$ cat config.mk
export PLATFORM = sky130hd
export DESIGN_NAME = apb_gpio_slave_if_flat
export DESIGN_NICKNAME = d
export VERILOG_FILES = /design/src/rtl/gpio_pkg.sv /design/src/rtl/apb_gpio_slave_if_if.sv /design/src/rtl/apb_gpio_slave_if.sv /design/src/flat_wrapper.sv
export SDC_FILE = /design/constraint.sdc
export NUM_CORES = 1
export LEC_CHECK = 0
export CAP_MARGIN = 20
export CORE_ASPECT_RATIO = 2
export CORE_MARGIN = 1
export CORE_UTILIZATION = 33
export DETAILED_ROUTE_END_ITERATION = 10
export PLACE_DENSITY = 0.88
export SYNTH_ARGS = -nofsm -noshare
export SYNTH_HDL_FRONTEND = slang
export SYNTH_SLANG_ARGS = --single-unit
$ cat constraint.sdc
create_clock -name sys_clk -period 2.4 [get_ports sys_clk]
set_input_delay 0.72 -clock sys_clk [delete_from_list [all_inputs] [get_ports sys_clk]]
set_output_delay 0.72 -clock sys_clk [all_outputs]
set_load 0.005 [all_outputs]
$ cat src/rtl/gpio_pkg.sv
// Shared GPIO definitions: register offsets, the APB front-end state type and
// the offset legality rule used by the bus slave.
package gpio_pkg;

    localparam logic [31:0] GPIO_RGPIO_IN    = 32'h00;
    localparam logic [31:0] GPIO_RGPIO_OUT   = 32'h04;
    localparam logic [31:0] GPIO_RGPIO_OE    = 32'h08;
    localparam logic [31:0] GPIO_RGPIO_INTE  = 32'h0C;
    localparam logic [31:0] GPIO_RGPIO_PTRIG = 32'h10;
    localparam logic [31:0] GPIO_RGPIO_AUX   = 32'h14;
    localparam logic [31:0] GPIO_RGPIO_CTRL  = 32'h18;
    localparam logic [31:0] GPIO_RGPIO_INTS  = 32'h1C;
    localparam logic [31:0] GPIO_RGPIO_ECLK  = 32'h20;
    localparam logic [31:0] GPIO_RGPIO_NEC   = 32'h24;

    localparam logic [31:0] GPIO_LAST_OFFSET = GPIO_RGPIO_NEC;

    typedef enum logic {
        APB_IDLE,
        APB_ACCESS
    } apb_state_e;

    // Word offsets only, and nothing past the last implemented register.
    function automatic logic offset_err(input logic [31:0] addr, input logic [31:0] last);
        return (addr[1:0] != 2'b00) || (addr > last);
    endfunction

endpackage

$ cat src/rtl/apb_gpio_slave_if_if.sv
// APB3 bus bundle between the system interconnect and the GPIO slave front-end.
interface apb_gpio_slave_if_if;

    logic        PSEL;
    logic        PENABLE;
    logic        PWRITE;
    logic [31:0] PADDR;
    logic [31:0] PWDATA;
    logic [31:0] PRDATA;
    logic        PREADY;
    logic        PSLVERR;

    modport master (
        output PSEL, PENABLE, PWRITE, PADDR, PWDATA,
        input  PRDATA, PREADY, PSLVERR
    );

    modport slave (
        input  PSEL, PENABLE, PWRITE, PADDR, PWDATA,
        output PRDATA, PREADY, PSLVERR
    );

endinterface

$ cat src/rtl/apb_gpio_slave_if.sv
// APB3 slave front-end for the GPIO register file: wait states, offset checking
// with PSLVERR, abort on dropped PSEL, single-cycle write strobe.
module apb_gpio_slave_if
    import gpio_pkg::*;
#(
    parameter int unsigned WAIT_STATES = 0,
    parameter logic [31:0] LAST_OFFSET = GPIO_LAST_OFFSET
) (
    input  logic               sys_clk,
    input  logic               sys_rst,
    apb_gpio_slave_if_if.slave apb,
    output logic               gpio_we,
    output logic [31:0]        gpio_addr,
    output logic [31:0]        gpio_wdata,
    input  logic [31:0]        gpio_rdata
);

    apb_state_e state;
    logic [3:0] cnt;
    logic       wr_q;
    logic       err_q;
    logic       ready;

    always_ff @(posedge sys_clk or posedge sys_rst) begin
        if (sys_rst) begin
            state      <= APB_IDLE;
            cnt        <= '0;
            gpio_addr  <= '0;
            gpio_wdata <= '0;
            wr_q       <= 1'b0;
            err_q      <= 1'b0;
        end else begin
            case (state)
                APB_IDLE: begin
                    // An access phase without a preceding setup is ignored.
                    if (apb.PSEL && !apb.PENABLE) begin
                        gpio_addr  <= apb.PADDR;
                        gpio_wdata <= apb.PWDATA;
                        wr_q       <= apb.PWRITE;
                        err_q      <= offset_err(apb.PADDR, LAST_OFFSET);
                        cnt        <= 4'(WAIT_STATES);
                        state      <= APB_ACCESS;
                    end
                end
                APB_ACCESS: begin
                    if (!apb.PSEL) begin
                        state <= APB_IDLE;
                    end else if (cnt != '0) begin
                        cnt <= cnt - 4'd1;
                    end else if (apb.PENABLE) begin
                        state <= APB_IDLE;
                    end
                end
                default: state <= APB_IDLE;
            endcase
        end
    end

    // Outputs are decoded from state so reset clears them without waiting for a clock.
    assign ready       = (state == APB_ACCESS) && apb.PSEL && apb.PENABLE && (cnt == '0);
    assign apb.PREADY  = ready;
    assign apb.PSLVERR = ready && err_q;
    assign apb.PRDATA  = (ready && !wr_q && !err_q) ? gpio_rdata : '0;
    assign gpio_we     = ready && wr_q && !err_q;

endmodule

$ cat src/flat_wrapper.sv
// flat-port wrapper written by rule: the top's interface ports become plain ports
module apb_gpio_slave_if_flat import gpio_pkg::*;
#(
    parameter int unsigned WAIT_STATES = 0,
    parameter logic [31:0] LAST_OFFSET = GPIO_LAST_OFFSET
)
  (sys_clk, sys_rst, gpio_we, gpio_addr, gpio_wdata, gpio_rdata, apb_PSEL, apb_PENABLE, apb_PWRITE, apb_PADDR, apb_PWDATA, apb_PRDATA, apb_PREADY, apb_PSLVERR);
  apb_gpio_slave_if_if apb_i ();
  input  logic sys_clk;
  input  logic sys_rst;
  output logic gpio_we;
  output logic [31:0] gpio_addr;
  output logic [31:0] gpio_wdata;
  input  logic [31:0] gpio_rdata;
  input wire logic [$bits(apb_i.PSEL)-1:0] apb_PSEL;
  input wire logic [$bits(apb_i.PENABLE)-1:0] apb_PENABLE;
  input wire logic [$bits(apb_i.PWRITE)-1:0] apb_PWRITE;
  input wire logic [$bits(apb_i.PADDR)-1:0] apb_PADDR;
  input wire logic [$bits(apb_i.PWDATA)-1:0] apb_PWDATA;
  output wire logic [$bits(apb_i.PRDATA)-1:0] apb_PRDATA;
  output wire logic [$bits(apb_i.PREADY)-1:0] apb_PREADY;
  output wire logic [$bits(apb_i.PSLVERR)-1:0] apb_PSLVERR;
  assign apb_i.PSEL = apb_PSEL;
  assign apb_i.PENABLE = apb_PENABLE;
  assign apb_i.PWRITE = apb_PWRITE;
  assign apb_i.PADDR = apb_PADDR;
  assign apb_i.PWDATA = apb_PWDATA;
  assign apb_PRDATA = apb_i.PRDATA;
  assign apb_PREADY = apb_i.PREADY;
  assign apb_PSLVERR = apb_i.PSLVERR;
  apb_gpio_slave_if #(.WAIT_STATES(WAIT_STATES), .LAST_OFFSET(LAST_OFFSET)) u_core (.sys_clk(sys_clk), .sys_rst(sys_rst), .apb(apb_i), .gpio_we(gpio_we), .gpio_addr(gpio_addr), .gpio_wdata(gpio_wdata), .gpio_rdata(gpio_rdata));
endmodule
Word level (Yosys, flattened, before mapping)
Cells that the tools add are included.

word-level totals
  flip-flop bits (word level) = 71
  bits of input ports = 101
  output and inout bits = 99
  word-level logic and storage cells = 40

operators by class
  $add $sub $neg = 1
  magnitude comparators = 1
  equality and inequality tests = 3
  multiplexer cells = 10
  bitwise operators = 1
  reduce and logical (&&, ||, !) cells = 18

operators with widths
  kind                   number
  $gt A32 B6 Y1 const B  1
  $mux W32               1
  $mux W4                3
  $logic_and A1 B1 Y1    9
  $pmux W4 S2            1
  $logic_not A4 Y1       1
  $mux W1                4
  $ne A2 B2 Y1 const B   2
  $reduce_bool A4 Y1     1
  $sub A4 B1 Y4 const B  1
  $logic_not A1 Y1       3
  $reduce_and A3 Y1      1
  $ne A2 B1 Y1 const B   1
  $pmux W1 S2            1
  $reduce_and A2 Y1      1
  $reduce_bool A2 Y1     1
  $logic_or A1 B1 Y1     1
  $not A1 Y1             1

Logic depth before layout (Yosys ltp)
Gate-level depths: netlist of run 1.

  depth after elaboration = 6
  depth in mapped cells = 7
  mapped depth without buffers = 6

Least setup slack after synthesis of run 1
Ideal clock, no wire load.

  path kind = input -> output
  start point = input port apb_PSEL
  end point = output port apb_PRDATA[0]
  arrival time = 1.511 ns
  data required time = 1.680 ns
  path slack = 0.169 ns
  stages on the path = 5
  path buffers = 1
  cells stage by stage = and4bb_1 > nand3_1 > nor3_4 > buf_4 > and2_1

on the way
  cells in the longest elaborated chain, start to end = 6

RTL lines
  what                              line                     text
  start, declared                   flat_wrapper.sv:15       input wire logic [$bits(apb_i.PSEL)-1:0] apb_PSEL;
  $logic_and A1 B1 Y1 (3 in a row)  apb_gpio_slave_if.sv:60  assign ready = (state == APB_ACCESS) && apb.PSEL && apb.PENABLE && (cnt == '0);
  $logic_and A1 B1 Y1 (2 in a row)  apb_gpio_slave_if.sv:63  assign apb.PRDATA = (ready && !wr_q && !err_q) ? gpio_rdata : '0;
  $mux W32                          apb_gpio_slave_if.sv:63
  end, declared                     flat_wrapper.sv:20       output wire logic [$bits(apb_i.PRDATA)-1:0] apb_PRDATA;

Every way passes these cells.

Final worst setup path of run 1
  start point = register u_core.cnt[0]
  end point = register u_core.cnt[0]

on the way
  cells in the longest elaborated chain, start to end = 4
  elaborated cells on any way between the ends = 7
  classes of those cells = add/sub: 1; eq/ne: 1; mux: 3; reduce/logical: 2

RTL lines
  what                    line                     text
  start, declared         apb_gpio_slave_if.sv:19  logic [3:0] cnt;
  start signal, assigned  apb_gpio_slave_if.sv:41  cnt <= 4'(WAIT_STATES);
  start signal, assigned  apb_gpio_slave_if.sv:49  cnt <= cnt - 4'd1;
  $sub A4 B1 Y4           apb_gpio_slave_if.sv:49
  $mux W4                 apb_gpio_slave_if.sv:48  end else if (cnt != '0) begin
  $mux W4                 apb_gpio_slave_if.sv:46  if (!apb.PSEL) begin
  $pmux W4 S2             apb_gpio_slave_if.sv:33  case (state)

Parallel ways exist; a longest one is shown, timed or not. The select of a mux whose other input is x is not followed.
A chain may end at the register's enable or synchronous reset.

==> results of run 1 <==
-- final timing paths --
| kind | endpoint | slack, ps | cells past startpoint |
|---|---|---|---|
| worst min-delay path | u_core.gpio_wdata[8] | 480 | 1 |
| worst max register to register | u_core.cnt[0] | -400 | 20 |
| min in group asynchronous | u_core.gpio_addr[6] | 750 | 2 |
| max in group asynchronous | u_core.gpio_addr[15] | 1140 | 3 |
| worst max-delay path | u_core.cnt[0] | -400 | 20 |
| worst min register to register | u_core.gpio_wdata[8] | 480 | 1 |
-- power by group --
group          total (mW)  internal (mW)  switching, mW
combinational       0.881          0.618          0.264
sequential           1.50           1.40          0.103
clock                1.43          0.965          0.461
-- area by class of cell --
| cell class | instances | area (um2) |
|---|---|---|
| fillers | 614 | 3020 |
| repair buffers | 241 | 2420 |
| flip-flops and latches | 71 | 1780 |
| multi-input cells | 134 | 1310 |
| clock buffers | 13 | 260 |
| well taps | 102 | 128 |
| clock inverters | 3 | 65.1 |
| inverters | 6 | 28.8 |
-- what timing repair did --
item / 4_1_cts / 5_1_grt
endpoints found under the hold margin: 0 / 0
buffers inserted: 28 / 3
pin swaps: 36 / 4
gates resized for setup: 189 / 33
endpoints found under the setup margin: 35 / 36
hold buffers: 0 / 0
gates cloned: 3 / 0
-- cell usage after synthesis (all sizes together) --
cell type	n	area share
nor3b	3	0.0089
and4bb	1	0.0041
a22o	4	0.011
nor2	2	0.0024
nand2	1	0.0012
buf	11	0.028
o21ai	4	0.0065
nor2b	1	0.0020
mux2	66	0.24
o22ai	1	0.0020
nor4	7	0.014
and2	33	0.067
inv	6	0.0073
nand4	3	0.0061
nor3	2	0.0069
ha	1	0.0041
dfrtp	71	0.58
a21oi	2	0.0033
nand3	2	0.0033
or3b	1	0.0028
-- kinds of logic after synthesis --
| family | count (synthesis) | share of synthesized area |
|---|---|---|
| compound gates | 11 | 0.0232 |
| fa+ha+maj | 1 | 0.00406 |
| buf+inv | 17 | 0.0354 |
| flops | 71 | 0.577 |
| mux | 66 | 0.241 |
| simple gates | 56 | 0.119 |
-- worst max-delay path, stage by stage, from the launching register on --
cell and delay, ps:
dfrtp_1 380, inv_2 70, buf_4 130, buf_4 120
buf_4 120, buf_4 120, buf_4 120, buf_4 130
buf_4 120, buf_4 120, buf_4 120, buf_4 120
buf_4 120, buf_4 120, buf_4 120, buf_4 120
buf_4 130, buf_6 110, nand3_2 50, o21ai_2 50
a22o_1 180
-- registers in the layout (all words and copies together) (netlist names) --
name / flops
u_core.err_q: 1
u_core.cnt: 4
u_core.gpio_wdata: 32
u_core.wr_q: 1
u_core.state: 1
u_core.gpio_addr: 32
-- metal layers --
metal | GRT usage | vias to the layer above | routed length (um)
li1 | - | 1264 | -
met1 | 0.198 | 1359 | 3260
met2 | 0.436 | 170 | 6080
met3 | 0.0560 | 27 | 815
met4 | 0.107 | 0 | 376
met5 | 0 | - | 0
-- per-stage QoR --
step / util / instances
after detailed placement: 0.588 / 530
after CTS: 0.658 / 572
after global routing: 0.665 / 570
after global placement: 0.588 / 530
final: 0.665 / 570
after floorplan: - / 222
-- placed cells by master (no fill, tap or decap), types with 3 or more instances in the layout --
cell	count
buf_4	32
o21ai_0	3
dfrtp_1	71
and2_4	31
buf_6	39
nand4_1	3
clkdlybuf4s50_1	162
clkbuf_16	9
nor4_1	7
a22o_1	4
mux2_2	38
mux2_1	28
==> parameters.txt, run 1 <==
Parameter                              Value

Yosys
  Netlist area before placement ... 3080 um2
  Number of distinct library cells after synthesis ... 25
  Avg Synthesized Cell Area ... 13.9 um2
  Cell count after synthesis ... 222
  Post-synthesis sequential element count ... 71
  Fraction of the yosys area taken by sequential cells ... 0.577
  Synthesis Warnings ... 0
  Post-Synthesis Net Count ... 324

GRT
  Aggregate global routing overflow ... 0
  Number of antenna violations at the first check in global routing ... 0
  GRT Resource Usage Total ... 0.221
  Pin count of the biggest net entering global routing ... 53
  First-pass GRT wire length ... 16.4 mm
  Number of global-route vias before repair ... 3180

Power
  P_leak ... 2.57 nW
  Worst supply voltage drop on vdd ... 0.570 mV
  Power density normalized to cell area ... 635 nW/um2
  PnR Total Power ... 3.81 mW

CTS
  Post-CTS clock slew at the launch and capture registers of the worst setup and hold paths ... 60 ps
  Number of buffers inserted during clock tree synthesis ... 9
  H-tree depth ... 3
  CTS tree ... built
  Number of clock sinks ... 71
  Worst-Skew Late Latency ... 330 ps
  Cell at the root of the clock tree ... clkbuf_16
  Number of buffers on the longest clock path ... 2

STA
  Final WS setup ... -403 ps
  Part of the cycle the worst path needs ... 1.17
  Clock period minus worst slack ... 2800 ps
  Peak Freq ... 357 MHz
  Number of hold-slack violations in the final timing report ... 0
  Slew of the pin with the lowest slew margin ... 521 ps
  Setup TNS ... -11320 ps
  Unrepaired setup endpoints after global routing ... yes
  Final setup violating endpoints ... 36
  Number of pins with negative max-slew slack in the final report ... 0
  Final hold slack ... 480 ps
  Worst relative slew slack ... 0.649
  Layout Skew ... 6.51 ps

Placed design
  Number of buffers added on ports ... 199
  RD Place Congestion ... 0.790
  Worst slack at placement ... -894 ps
  Detailed Place HPWL ... 7.35 mm
  Placed cell area ... 5300 um2

Floorplan
  Width of the chip ... 70.3 um
  Standard-cell row count ... 49
  Effective utilization at floorplan ... 0.342
  Io pins ... 200
  Die Y ... 139 um
  Placeable core region ... 9010 um2
  Floorplan die area ... 9740 um2

Outcome
  Violations in the final reports ... setup timing
  Status ... complete, but fails checks

Routing
  Avg Vias per Cell ... 4.95
  Number of DRC violations after detailed routing ... 0
  DR vias ... 2820
  Routed wire length ... 10.5 mm
  DRT antenna net count ... 0
  Number of DRC markers after the initial detailed-route iteration ... 127
  Pre-Repair DR Iteration Count ... 4
  Final routed wire length divided by cell count ... 18.5 um

Layout
  Post-synthesis to final-layout area growth ... 94.6%
  Antenna Cells ... 0
  Design area ... 5990 um2
  Final nets ... 565
  Ratio of cells with drive above 1 in the final layout ... 0.365

Worst setup path
  Worst reg2reg path startpoint ... u_core.cnt[0]
  Critical path class ... reg2reg
  Critical path launch point ... u_core.cnt[0]
  Crit path required time ... 2610 ps
  Type of element launching the critical path ... flop
  Nature of the critical path endpoint ... flop
  Critical path fanouts, max ... 2
  Worst Path Arrival ... 3010 ps

Hold path
  Kind of path behind the tightest hold check ... reg2reg
  Hold Path Origin ... u_core.gpio_wdata[8]

Job
  Number of max-cap violations ... 0
Note: power is estimated with default switching activity, not from simulation.
==> inputs of run 2 (changes only) <==
--- a/config.mk
+++ b/config.mk
@@ -6,11 +6,11 @@
 export NUM_CORES = 1
 export LEC_CHECK = 0
 export CAP_MARGIN = 20
-export CORE_ASPECT_RATIO = 2
 export CORE_MARGIN = 1
 export CORE_UTILIZATION = 33
 export DETAILED_ROUTE_END_ITERATION = 10
 export PLACE_DENSITY = 0.88
+export REMOVE_ABC_BUFFERS = 1
 export SYNTH_ARGS = -nofsm -noshare
 export SYNTH_HDL_FRONTEND = slang
 export SYNTH_SLANG_ARGS = --single-unit
==> parameters.txt, run 2 (same netlist as run 1, synthesis figures left out) <==
Parameter                              Value

CTS
  Worst-Skew Late Latency ... 340 ps (about the same)
  Number of buffers inserted during clock tree synthesis ... 9 (unchanged)
  CTS tree ... built
  H-tree depth ... 3 (unchanged)
  Post-CTS clock slew at the launch and capture registers of the worst setup and hold paths ... 80 ps (+20 ps)
  Cell at the root of the clock tree ... clkbuf_8
  Number of buffers on the longest clock path ... 2 (unchanged)
  Number of clock sinks ... 71 (unchanged)

STA
  Part of the cycle the worst path needs ... 1.14 (-0.0287)
  Setup TNS ... -8430 ps (+2890 ps)
  Clock period minus worst slack ... 2730 ps (-68.8 ps)
  Number of pins with negative max-slew slack in the final report ... 0 (unchanged)
  Layout Skew ... 6.34 ps (-0.178 ps)
  Number of hold-slack violations in the final timing report ... 0 (unchanged)
  Final setup violating endpoints ... 35 (-2.8%)
  Slew of the pin with the lowest slew margin ... 540 ps (+18.7 ps)
  Unrepaired setup endpoints after global routing ... yes
  Peak Freq ... 366 MHz (+2.5%)
  Worst relative slew slack ... 0.640 (-0.00880)
  Final WS setup ... -335 ps (+68.8 ps)

Layout
  Area taken by flip-flops and latches ... 1780 um2 (unchanged)
  Multi-input gate area in the final layout ... 1270 um2 (-2.6%)
  # fillers ... 667 (+8.6%)
  Most common cell after layout, fill and taps aside ... clkdlybuf4s50_1
  Antenna Cells ... 0 (unchanged)
  Most frequent cells in the layout ... clkdlybuf4s50_1, dfrtp_1, mux2_2, mux2_1, buf_6
  Post-synthesis to final-layout area growth ... 84.6%
  Biggest registers after layout ... u_core.gpio_addr (32), u_core.gpio_wdata (32), u_core.cnt (4)
  Ratio of cells with drive above 1 in the final layout ... 0.321 (-0.0446)
  Fin cells ... 560 (-1.8%)
  Final nets ... 549 (-2.8%)

GRT
  GRT Resource Usage Total ... 0.192 (-0.0294)
  Aggregate global routing overflow ... 0 (unchanged)
  Pin count of the biggest net entering global routing ... 43 (-19%)
  First-pass GRT wire length ... 14.4 mm (-12%)
  Number of global-route vias before repair ... 2923 (-8.1%)
  Number of antenna violations at the first check in global routing ... 0 (unchanged)

Power
  Power density normalized to cell area ... 615 nW/um2 (-3.1%)
  P_leak ... 2.45 nW (-4.9%)
  Worst supply voltage drop on vdd ... 0.373 mV (-34%)
  PnR Total Power ... 3.50 mW (-8.1%)

Floorplan
  Die Y ... 98.6 um (-29%)
  Standard-cell row count ... 34 (-31%)
  Io pins ... 200 (unchanged)
  Floorplan die area ... 9720 um2 (-0.25%)
  Placeable core region ... 8890 um2 (-1.3%)
  Effective utilization at floorplan ... 0.346 (+0.00466)
  Width of the chip ... 98.6 um (+40%)

Worst setup path
  Nature of the critical path endpoint ... output port
  Register-to-Register Setup Slack ... 590 ps (+990 ps)
  Type of element launching the critical path ... flop
  Worst path cell trace ... inv_2, ha_4, and4bb_1, nand3_2, nor3_4, buf_6, buf_12, buf_12, and2_4, buf_6
  Max stage delay on crit path ... 400 ps (+20 ps)
  Worst r2r dst ... u_core.cnt[0]
  Crit path required time ... 1680 ps (-930 ps)
  Critical path class ... reg2out
  Worst Path Arrival ... 2010 ps (-1000 ps)
  Worst reg2reg path startpoint ... u_core.cnt[1]
  Highest-delay cell along the critical path ... dfrtp_1
  Critical path fanouts, max ... 5 (+3)
  Depth of the worst register-to-register path ... 9 (-55%)

Outcome
  Violations in the final reports ... setup timing
  Status ... complete, but fails checks

Routing
  Pre-Repair DR Iteration Count ... 4 (unchanged)
  Avg Vias per Cell ... 4.76 (-3.8%)
  Routed wire length ... 9.14 mm (-13%)
  DR vias ... 2664 (-5.5%)
  DRT antenna net count ... 0 (unchanged)
  Number of DRC markers after the initial detailed-route iteration ... 74 (-42%)
  Number of DRC violations after detailed routing ... 0 (unchanged)
  Final routed wire length divided by cell count ... 16.3 um (-12%)

Placed design
  RD Place Congestion ... 0.732 (-7.3%)
  Count of placed standard cells including taps ... 532 (+0.38%)
  Number of buffers added on ports ... 199 (unchanged)
  Detailed Place HPWL ... 6.76 mm (-8.0%)

Hold path
  Hold Path Origin ... u_core.gpio_wdata[4]
  Worst hold endpoint ... u_core.gpio_wdata[4]
  Depth of the worst hold-timing path ... 1 (unchanged)
  Kind of path behind the tightest hold check ... reg2reg

Job
  Number of max-cap violations ... 0 (unchanged)
==> run 2: cell count changes in the layout (fill, tap and decap cells not counted), moves of 2 or more <==
| cell | delta |
|---|---|
| buf_2 | +11 |
| buf_4 | -17 |
| and2_1 | +8 |
| and2_4 | -8 |
| clkbuf_16 | -9 |
| clkbuf_8 | +7 |
| buf_12 | +2 |
| inv_2 | +2 |
| buf_6 | -11 |
==> run 2: worst max-delay path: cells and delay by family, from the launching register on <==
family	cells	cell delay [ps]
buffers and inverters	5	530
adder cells (fa/ha/maj)	1	130
AND/OR/NAND/NOR	4	610
flip-flops	1	400
==> run 2: layer usage <==
layer,wire length [um],up-vias,global-route usage
met1,3290,1289,0.195
met3,827,14,0.0638
met5,0,-,0
li1,-,1226,-
met4,159,0,0.0689
met2,4860,135,0.365
==> run 2: area by class of cell <==
class	count	share of cell area
Sequential cell	71	0.312
Clock inverter	6	0.0191
Inverter	6	0.00396
Clock buffer	10	0.0224
Timing Repair Buffer	225	0.394
Multi-Input combinational cell	134	0.224
Tap cell	108	0.0238
==> run 2: per-stage QoR <==
stage	hold slack, ps	instance area (um2)	utilization	setup WS [ps]
2_1_floorplan	483	2990	-	-1520
3_3_place_gp	466	5270	0.593	-824
3_5_place_dp	474	5270	0.593	-852
4_1_cts	492	5600	0.630	-470
5_1_grt	502	5690	0.639	-415
6_report	490	5690	0.639	-335
==> run 2: repair_timing <==
item,4_1_cts,5_1_grt
hold buffers,0,0
gates cloned,2,1
setup endpoints to repair,35,35
resized for setup,149,50
endpoints found under the hold margin,0,0
setup buffers,7,4
pin swaps,9,16
==> run 2: how the worst max path moves through the flow <==
stage / startpoint / end / depth (start not counted) / slack, ps
2_1_floorplan: apb_PENABLE / u_core.gpio_addr[0] / 2 / -1520
4_1_cts: u_core.cnt[0] / apb_PRDATA[8] / 10 / -470
6_report: u_core.cnt[1] / apb_PRDATA[2] / 10 / -330
3_5_place_dp: apb_PSEL / apb_PRDATA[25] / 7 / -850
5_1_grt: u_core.cnt[1] / apb_PRDATA[2] / 10 / -410
3_3_place_gp: apb_PSEL / gpio_we / 6 / -820
==> run 2: power by group <==
part | internal (mW) | switching (mW) | total (mW)
registers | 1.39 | 0.102 | 1.49
clock network | 0.689 | 0.454 | 1.14
logic | 0.613 | 0.248 | 0.860
==> variant, RTL diff (settings of run 1) <==
Make the reset (`sys_rst`) synchronous in one clocked block.
--- a/src/rtl/apb_gpio_slave_if.sv
+++ b/src/rtl/apb_gpio_slave_if.sv
@@ -21,7 +21,7 @@
     logic       err_q;
     logic       ready;
 
-    always_ff @(posedge sys_clk or posedge sys_rst) begin
+    always_ff @(posedge sys_clk) begin
         if (sys_rst) begin
             state      <= APB_IDLE;
             cnt        <= '0;
Check against the original RTL: differs if sys_rst is asserted again (counterexample within 4 cycles, from zero or initial values and one cycle with sys_rst high); with sys_rst held inactive, the same outputs for 10 cycles.
==> variant against run 1 <==
- the run still ends with negative setup slack left
- register-to-register slack gained 1.4 ns
- global-route usage grew 1.0 points
- wire length grew 3.1%
- final area shrank 8.4%
- synthesized area shrank 7.0%
- setup slack gained 0.15 ns
- sequential power shrank 15%
- sequential cell count is the same
- total power shrank 16%
- sequential share of layout area shrank 3.7 points
- highest routed layer unchanged
==> variant: results (changes against run 1) <==
stage	metric	value	unit	change
status	result of the run	finished with violations		
status	violated checks	negative setup slack		
power	sequential power	1.27	mW	-15%
yosys	post-synth cell types	27		+8.0%
routing	routed wire length on met3	1030	um	+26%
clocking	setup fix buffers added after clock tree synthesis	4		-86%
power	switching component of the power	743	uW	-10%
timing	clock skew	0.00461	ns	-0.00190 ns
placed_design	detailed placement HPWL	8120	um	+10%
worst_setup_path	Worst EP arrival	1.93	ns	-1.08 ns
power	share of total power in sequential cells	0.395		about the same
global_routing	global routing usage summed across all routing layers	0.231		+0.0101
global_routing	met2 usage	0.447		+0.0116
routing	Iteration-0 DRC Markers	158		+24%
global_routing	wire length of the first global-routing pass	15300	um	-6.6%
yosys	Synth Area in Compound Gates	0.121		+0.0983
finish	share of cells above drive strength 1	0.200		-0.165
power	worst-case vdd ir drop	0.000702	V	+23%
placed_design	area after detailed placement	5010	um^2	-5.3%
yosys	synthesized net count	470		+45%
routing	met2 wire length	6130	um	+0.82%
finish	largest registers	u_core.gpio_addr (32), u_core.gpio_wdata (32), u_core.cnt (4)		
placed_design	# placed instances	660		+25%
placed_design	post-place setup slack	-0.713	ns	+0.181 ns
global_routing	global-route met1 utilization	0.202		+0.00462
worst_setup_path	maximum cell stage delay along the critical path	0.32	ns	-0.06 ns
power	leakage power summed over all cells	2.15	nW	-17%
global_routing	vias in the first global route	3252		+2.3%
yosys	syn_area_per_cell	7.78	um^2	-44%
yosys	Synth async-reset ratio	0		-1.00
yosys	adder and majority gate portion of the synthesized area	0.00437		+0.000305
yosys	dominant cells by area after synthesis	dfxtp_1 (50%), nand2_1 (17%), a21oi_1 (12%)		
routing	number of vias per cell after detailed routing	4.91		-0.77%
timing	setup_tns	-8.01	ns	+3.32 ns
global_routing	maximum number of pins on one net before global-route repair	57		+7.5%
yosys	sequential element share of the synthesized area	0.496		-0.0807
routing	WL per Instance	15.9	um	-14%
yosys	proportion of synthesized area in mux cells	0.00349		-0.238
worst_setup_path	slowest CP cell	dfxtp_2		
timing	PnR worst setup slack	-0.250	ns	+0.153 ns
yosys	Post-synth top cells	nand2_1 (132), dfxtp_1 (71), a21oi_1 (66)		
routing	total routed wire length on the met1 layer	3350	um	+3.0%
timing	number of setup violations in the final report	35		-2.8%
routing	Routed Wire Length	10900	um	+3.1%
global_routing	global-route met3 utilization	0.0634		+0.00740
timing	worst slew margin relative to its limit	0.765		+0.116
yosys	synthesized-area fraction occupied by xor and xnor cells	0.00612		+0.00612
placed_design	final weighted congestion in routability-driven placement	0.835		+5.7%
clocking	Resize count post-CTS	121		-36%
placed_design	I/O Buffers	199		unchanged
finish	net count of the finished layout	681		+21%
==> variant: cell count changes in the layout (fill, tap and decap cells not counted), moves of 5 or more <==
cell,change
a21oi_1,+64
and2_4,-5
buf_2,+6
buf_4,-11
buf_6,-8
dfrtp_1,-71
dfxtp_1,+69
mux2_1,-28
mux2_2,-38
nand2_1,+130
==> variant: worst paths after layout <==
kind                                 to  cells after the start  slack [ns]             startpoint
setup / recovery                gpio_we                      9       -0.25          u_core.cnt[0]
hold / removal    u_core.gpio_wdata[25]                      2        0.45  u_core.gpio_wdata[25]
setup reg to reg    u_core.gpio_addr[8]                      6        0.96           u_core.state
hold reg to reg   u_core.gpio_wdata[25]                      2        0.45  u_core.gpio_wdata[25]
==> variant: layout make-up <==
class                      instances  area [um^2]
sequential                        71         1420
fill                             665         2860
clock buffer                       9          225
multi-input combinational        266         1380
tap                               98          123
inverter                           5         18.8
clock inverter                     7          103
timing repair buffer             226         2220
